## src/rtl/program_loader.sv

```systemverilog
// Streams a framed program image (sync, 16-bit word count, big-endian data, checksum)
// into instruction memory, holding the processor in reset while a load is in progress.
module program_loader #(
  parameter int unsigned MEMORY_DEPTH   = 32,
  parameter logic [31:0] PROGRAM_BASE   = 32'h0040_0000,
  parameter int unsigned TIMEOUT_CYCLES = 1000
) (
  input  logic        clk,
  input  logic        reset,
  input  logic [7:0]  byte_data,
  input  logic        byte_valid,
  output logic        byte_ready,
  output logic        mem_we,
  output logic [31:0] mem_addr,
  output logic [31:0] mem_wdata,
  output logic        cpu_hold,
  output logic        load_done,
  output logic        load_error,
  output logic [15:0] words_loaded
);

  localparam int unsigned WIDX_W = $clog2(MEMORY_DEPTH + 1);
  localparam int unsigned TO_W   = $clog2(TIMEOUT_CYCLES + 1);
  localparam logic [7:0]  SYNC   = 8'hA5;

  typedef enum logic [2:0] {
    IDLE, HDR_HI, HDR_LO, DATA, WRITE, CHECK, DONE, ERROR
  } stateT;

  stateT             state, nextState;
  logic              xfer, startFrame, timedState, timedOut, lastWord;
  logic [15:0]       newCount, frameCount;
  logic [7:0]        countHi, sum;
  logic [1:0]        byteIdx;
  logic [WIDX_W-1:0] wordIdx;
  logic [31:0]       pack;
  logic [TO_W-1:0]   toCnt;
  logic              cpuHoldQ, doneQ, errorQ;
  logic [15:0]       wordsQ;

  assign byte_ready   = (state != WRITE);
  assign xfer         = byte_valid && byte_ready;
  assign mem_we       = (state == WRITE);
  assign mem_addr     = PROGRAM_BASE + (32'(wordIdx) << 2);
  assign mem_wdata    = pack;
  assign cpu_hold     = cpuHoldQ;
  assign load_done    = doneQ;
  assign load_error   = errorQ;
  assign words_loaded = wordsQ;

  always_ff @(posedge clk) begin
    if (reset) state <= IDLE;
    else       state <= nextState;
  end

  always_comb begin
    nextState  = state;
    newCount   = {countHi, byte_data};
    lastWord   = (32'(wordIdx) + 32'd1 == 32'(frameCount));
    timedState = (state == HDR_HI) || (state == HDR_LO) || (state == DATA) || (state == CHECK);
    timedOut   = timedState && !xfer && (toCnt == TO_W'(TIMEOUT_CYCLES));
    startFrame = xfer && (byte_data == SYNC) &&
                 ((state == IDLE) || (state == DONE) || (state == ERROR));
    case (state)
      IDLE, DONE, ERROR: if (startFrame) nextState = HDR_HI;
      HDR_HI: if (xfer) nextState = HDR_LO;
      HDR_LO: begin
        if (xfer) begin
          if (newCount == '0 || 32'(newCount) > MEMORY_DEPTH) nextState = ERROR;
          else                                                nextState = DATA;
        end
      end
      DATA:  if (xfer && byteIdx == 2'd3) nextState = WRITE;
      WRITE: nextState = lastWord ? CHECK : DATA;
      CHECK: if (xfer) nextState = (byte_data == sum) ? DONE : ERROR;
      default: nextState = IDLE;
    endcase
    if (timedOut) nextState = ERROR;
  end

  always_ff @(posedge clk) begin
    if (reset) begin
      countHi    <= '0;
      frameCount <= '0;
      sum        <= '0;
      byteIdx    <= '0;
      wordIdx    <= '0;
      pack       <= '0;
      toCnt      <= '0;
      cpuHoldQ   <= 1'b0;
      doneQ      <= 1'b0;
      errorQ     <= 1'b0;
      wordsQ     <= '0;
    end else begin
      // Idle-gap counter only advances between bytes inside a frame and saturates at the limit.
      if (!timedState || xfer)              toCnt <= '0;
      else if (toCnt != TO_W'(TIMEOUT_CYCLES)) toCnt <= toCnt + 1'b1;

      if (startFrame) begin
        doneQ   <= 1'b0;
        errorQ  <= 1'b0;
        wordsQ  <= '0;
        wordIdx <= '0;
        byteIdx <= '0;
        sum     <= '0;
      end

      case (state)
        HDR_HI: if (xfer) countHi <= byte_data;
        HDR_LO: if (xfer) frameCount <= newCount;
        DATA: begin
          if (xfer) begin
            pack    <= {pack[23:0], byte_data};
            sum     <= sum + byte_data;
            byteIdx <= byteIdx + 1'b1;
          end
        end
        WRITE: begin
          wordsQ <= wordsQ + 1'b1;
          if (!lastWord) wordIdx <= wordIdx + 1'b1;
        end
        default: ;
      endcase

      if (nextState == DONE && state != DONE) doneQ <= 1'b1;
      if (nextState == ERROR)                 errorQ <= 1'b1;
      cpuHoldQ <= !((nextState == IDLE) || (nextState == DONE));
    end
  end

endmodule
```

## config.mk

```make
export PLATFORM = sky130hd
export DESIGN_NAME = program_loader
export DESIGN_NICKNAME = d
export VERILOG_FILES = /design/src/rtl/program_loader.sv
export SDC_FILE = /design/constraint.sdc
export NUM_CORES = 1
export LEC_CHECK = 0
export CAP_MARGIN = 20
export CORE_MARGIN = 5
export CORE_UTILIZATION = 42
export CTS_CLUSTER_DIAMETER = 60
export DETAILED_ROUTE_END_ITERATION = 10
export PLACE_DENSITY = 0.79
export SLEW_MARGIN = 25
export SYNTH_ARGS = -nofsm -noshare
export SYNTH_HDL_FRONTEND = slang
export SYNTH_SLANG_ARGS = --single-unit
```

## constraint.sdc

```tcl
create_clock -name clk -period 3.05 [get_ports clk]
set_clock_uncertainty 0.2 [all_clocks]
set_input_delay 0.61 -clock clk [delete_from_list [all_inputs] [get_ports clk]]
set_output_delay 0.61 -clock clk [all_outputs]
set_load 0.02 [all_outputs]
```

==> key figures <==
Floorplanning
  • Die H: 119 µm
  • Die Span X: 119 µm
  • Core area: 0.0115 mm²
  • Initial core utilization: 0.432
  • I/O pin cnt: 96
  • Rows: 39
  • Die Area: 0.0141 mm²

Place
  • Setup Slack @ Placement: -8.42 ps
  • Placer Congestion: 0.900
  • Post-detail-place hpwl: roughly 8.5 mm
  • IO Port Bufs: 69

Synthesis
  • Post-Syn Area: about 0.0050 mm²
  • Unique cell type count in the Yosys netlist: 57
  • Synth Area in Adders: 0.0344
  • Mux share of post-synthesis cell area: 0.0275
  • Largest family of logic cells by synthesized area: simple AND/OR/NAND/NOR gates
  • Compound-Gate Fraction of Synth Area: 0.167
  • Synth Flop Type: dfxtp_1
  • Synth Register Bits: roughly 100
  • Async SR Flop Fraction: 0
  • Post-synth EDFFs: 0
  • Yosys Warn Count: 0
  • Syn avg cell area: 8.04 µm²
  • Sequential element share of the synthesized area: 0.421
  • Simple-Gate Fraction of Synth Area: 0.241
  • Post-Synth XOR/XNOR Area: 0.0301
  • Mapped Cells: 616

Detailed routing
  • Vias/cell: 5.41
  • Post-route antenna net violation count: 0
  • Via count: around 4500
  • DRT Pass-1 Iters: 5
  • Drt drc: 0
  • Final WL: around 12 mm
  • Number of DRC markers in iteration 0: 258
  • Wirelength per Cell: 14.5 µm

Clocking
  • Total clock sinks: 104
  • Clk buf depth: 2
  • CTS H-tree depth: 3
  • Post-CTS Setup Bufs: 0
  • CTS clk-pin slew, worst paths: 80 ps
  • Hold-fix buffers at CTS: 0
  • Root Driver: clkbuf_16
  • Post-CTS resize count: 0
  • Clk_lat worst skew: ~350 ps
  • Num CTS Buffers: 9
  • CTS tree: done

Power and ir drop
  • Peak supply drop: between 0.3 and 0.4 mV
  • P_leak: between 2 and 2.5 nW
  • PD cells: 429 mW/mm²
  • Total power: between 2 and 3 mW

Status
  • Outcome: complete, no violations

Setup path
  • CP bufs+invs: 3
  • Req. time, crit path: 2240 ps
  • Arr. time, crit path: roughly 2000 ps
  • WS Path Type: reg2out
  • Flop2flop setup slack: 420 ps
  • Crit path launch type: register
  • Top delay family on crit path: buffers and inverters
  • Crit Path Max Fanout: 8
  • Critical-path cell list: inv_1 -> or3_1 -> clkinv_1 -> clkdlybuf4s50_1
  • Slowest CP cell: clkdlybuf4s50_1
  • CP Capture Type: output port
  • Slowest cell delay on critical path: 600 ps

STA
  • Worst rel slew slack: 0.516
  • FMAX: between 300 and 400 MHz
  • Worst Tran Pin Value: 726 ps
  • Setup TNS: 0 ps
  • RSZ-0062 raised after global routing: false
  • Worst setup margin: approximately 180 ps
  • Hold slack: 252 ps
  • Slew Limit Fails: 0
  • Hold Fails Final Rpt: 0
  • Min Tclk post-route: 2870 ps
  • Final setup vio count: 0
  • Period utilization: 0.941

Flow run
  • Max cap viols: 0

Global routing
  • Largest net degree at the start of global routing: between 70 and 80
  • Wire length of the first global-routing pass: around 20 mm
  • Antenna violations before repair: 0
  • Vias in the first global route: 4258
  • GRT overflow: 0
  • All-Layer GR Usage: 0.168

Min path
  • Hold WC Path Type: reg2reg

Final layout
  • Synth-to-layout area growth: 22.2%
  • Final net count: between 700 and 800
  • Share of cells above drive strength 1: 0.0700
  • Antenna fix cells: 0
  • Post-layout util: 0.528
==> metal layers <==
metal | vias up | global-route usage | part of all wire
met5 | - | 0 | 0
met4 | 0 | 0.0510 | 0.014
met3 | 19 | 0.0535 | 0.068
met2 | 120 | 0.284 | 0.49
met1 | 2132 | 0.205 | 0.42
li1 | 2212 | - | -
==> final timing paths <==
path	cells past startpoint	end	from
min	2	mem_wdata[26]	mem_wdata[26]
max reg2reg	7	wordIdx[2]	wordIdx[0]
min reg2reg	2	mem_wdata[26]	mem_wdata[26]
max	4	mem_we	state[2]
==> placed cells by master, fill, tap and decap left out, types with 2 or more instances in the layout <==
master,n
a31oi_1,9
xor2_1,10
o2bb2ai_1,2
buf_12,2
a311oi_1,6
o211ai_1,4
dfxtp_1,104
o21ai_0,16
and4_1,3
conb_1,26
mux2i_1,8
a221oi_1,2
nor2_1,39
inv_6,2
o2111ai_1,2
xnor2_1,7
a2111oi_0,2
buf_4,19
o21a_1,3
nand3b_1,3
nor3_1,8
nor4_1,5
a21o_1,9
or3_1,9
and2_1,4
nand4_1,8
mux2_2,5
and3_1,6
clkbuf_16,9
inv_1,14
or2_2,2
ha_1,12
nand3_1,25
nor2b_1,3
clkdlybuf4s50_1,68
nand2_1,125
nand2b_1,6
a21oi_1,72
or4_1,3
==> power breakdown <==
group	internal, mW	switching (mW)	leakage (nW)
clock network	0.575	0.551	0.138
logic	0.0301	0.0797	1.14
registers	1.36	0.000244	0.837
==> cells in the mapped netlist, types with 3 or more instances <==
cell / count / share of area
a21o_1: 9 / 0.014
a21oi_1: 72 / 0.073
a311oi_1: 6 / 0.011
a31oi_1: 9 / 0.011
and2_1: 4 / 0.0051
and3_1: 6 / 0.0076
and4_1: 3 / 0.0053
buf_1: 3 / 0.0023
buf_4: 27 / 0.041
clkbuf_1: 28 / 0.021
dfxtp_1: 104 / 0.42
ha_1: 12 / 0.030
inv_1: 14 / 0.011
mux2_2: 5 / 0.011
mux2i_1: 8 / 0.016
nand2_1: 125 / 0.095
nand2b_1: 6 / 0.0076
nand3_1: 25 / 0.025
nand3b_1: 3 / 0.0045
nand4_1: 8 / 0.010
nor2_1: 39 / 0.030
nor2b_1: 3 / 0.0038
nor3_1: 8 / 0.0081
nor4_1: 5 / 0.0063
o211ai_1: 4 / 0.0061
o21a_1: 3 / 0.0045
o21ai_0: 16 / 0.016
or3_1: 9 / 0.011
or4_1: 3 / 0.0045
xnor2_1: 7 / 0.012
xor2_1: 10 / 0.018
==> state kept, by name (all words and copies together), names as in the netlist <==
name / cells
countHi: 8
state: 3
words_loaded: 16
toCnt: 10
byteIdx: 2
cpu_hold: 1
wordIdx: 6
frameCount: 16
load_done: 1
sum: 8
load_error: 1
mem_wdata: 32
==> layout make-up <==
type	instances	area, µm²
flip-flops and latches	104	2080
fillers	1031	5420
repair buffers	90	868
clock buffers	10	229
well taps	143	179
clock inverters	6	61.3
multi-input cells	461	2570
inverters	15	56.3
==> logic make-up after synthesis <==
group           count (synthesis)
simple gates                  257
compound gates                135
flops                         104
buf+inv                        75
xor+xnor                       17
fa+ha+maj                      13
mux                            13
other cells                     2
==> stage by stage <==
step / std cells / instance area [µm²]
floorplan: 640 / 5040
global placement: 813 / 5760
detailed placement: 813 / 5760
CTS: 829 / 6050
global route: 829 / 6050
finish: 829 / 6050
==> worst register-to-register path: cells and delay by family (launching register included) <==
| family | cells | cell delay, ps |
|---|---|---|
| xor gates and xnor gates | 1 | 160 |
| and+or+nand+nor | 2 | 550 |
| AOI/OAI and AO/OA | 3 | 790 |
| DFF | 1 | 510 |
| adders and majority gates | 1 | 320 |
Note: power is estimated with default switching activity, not from simulation.
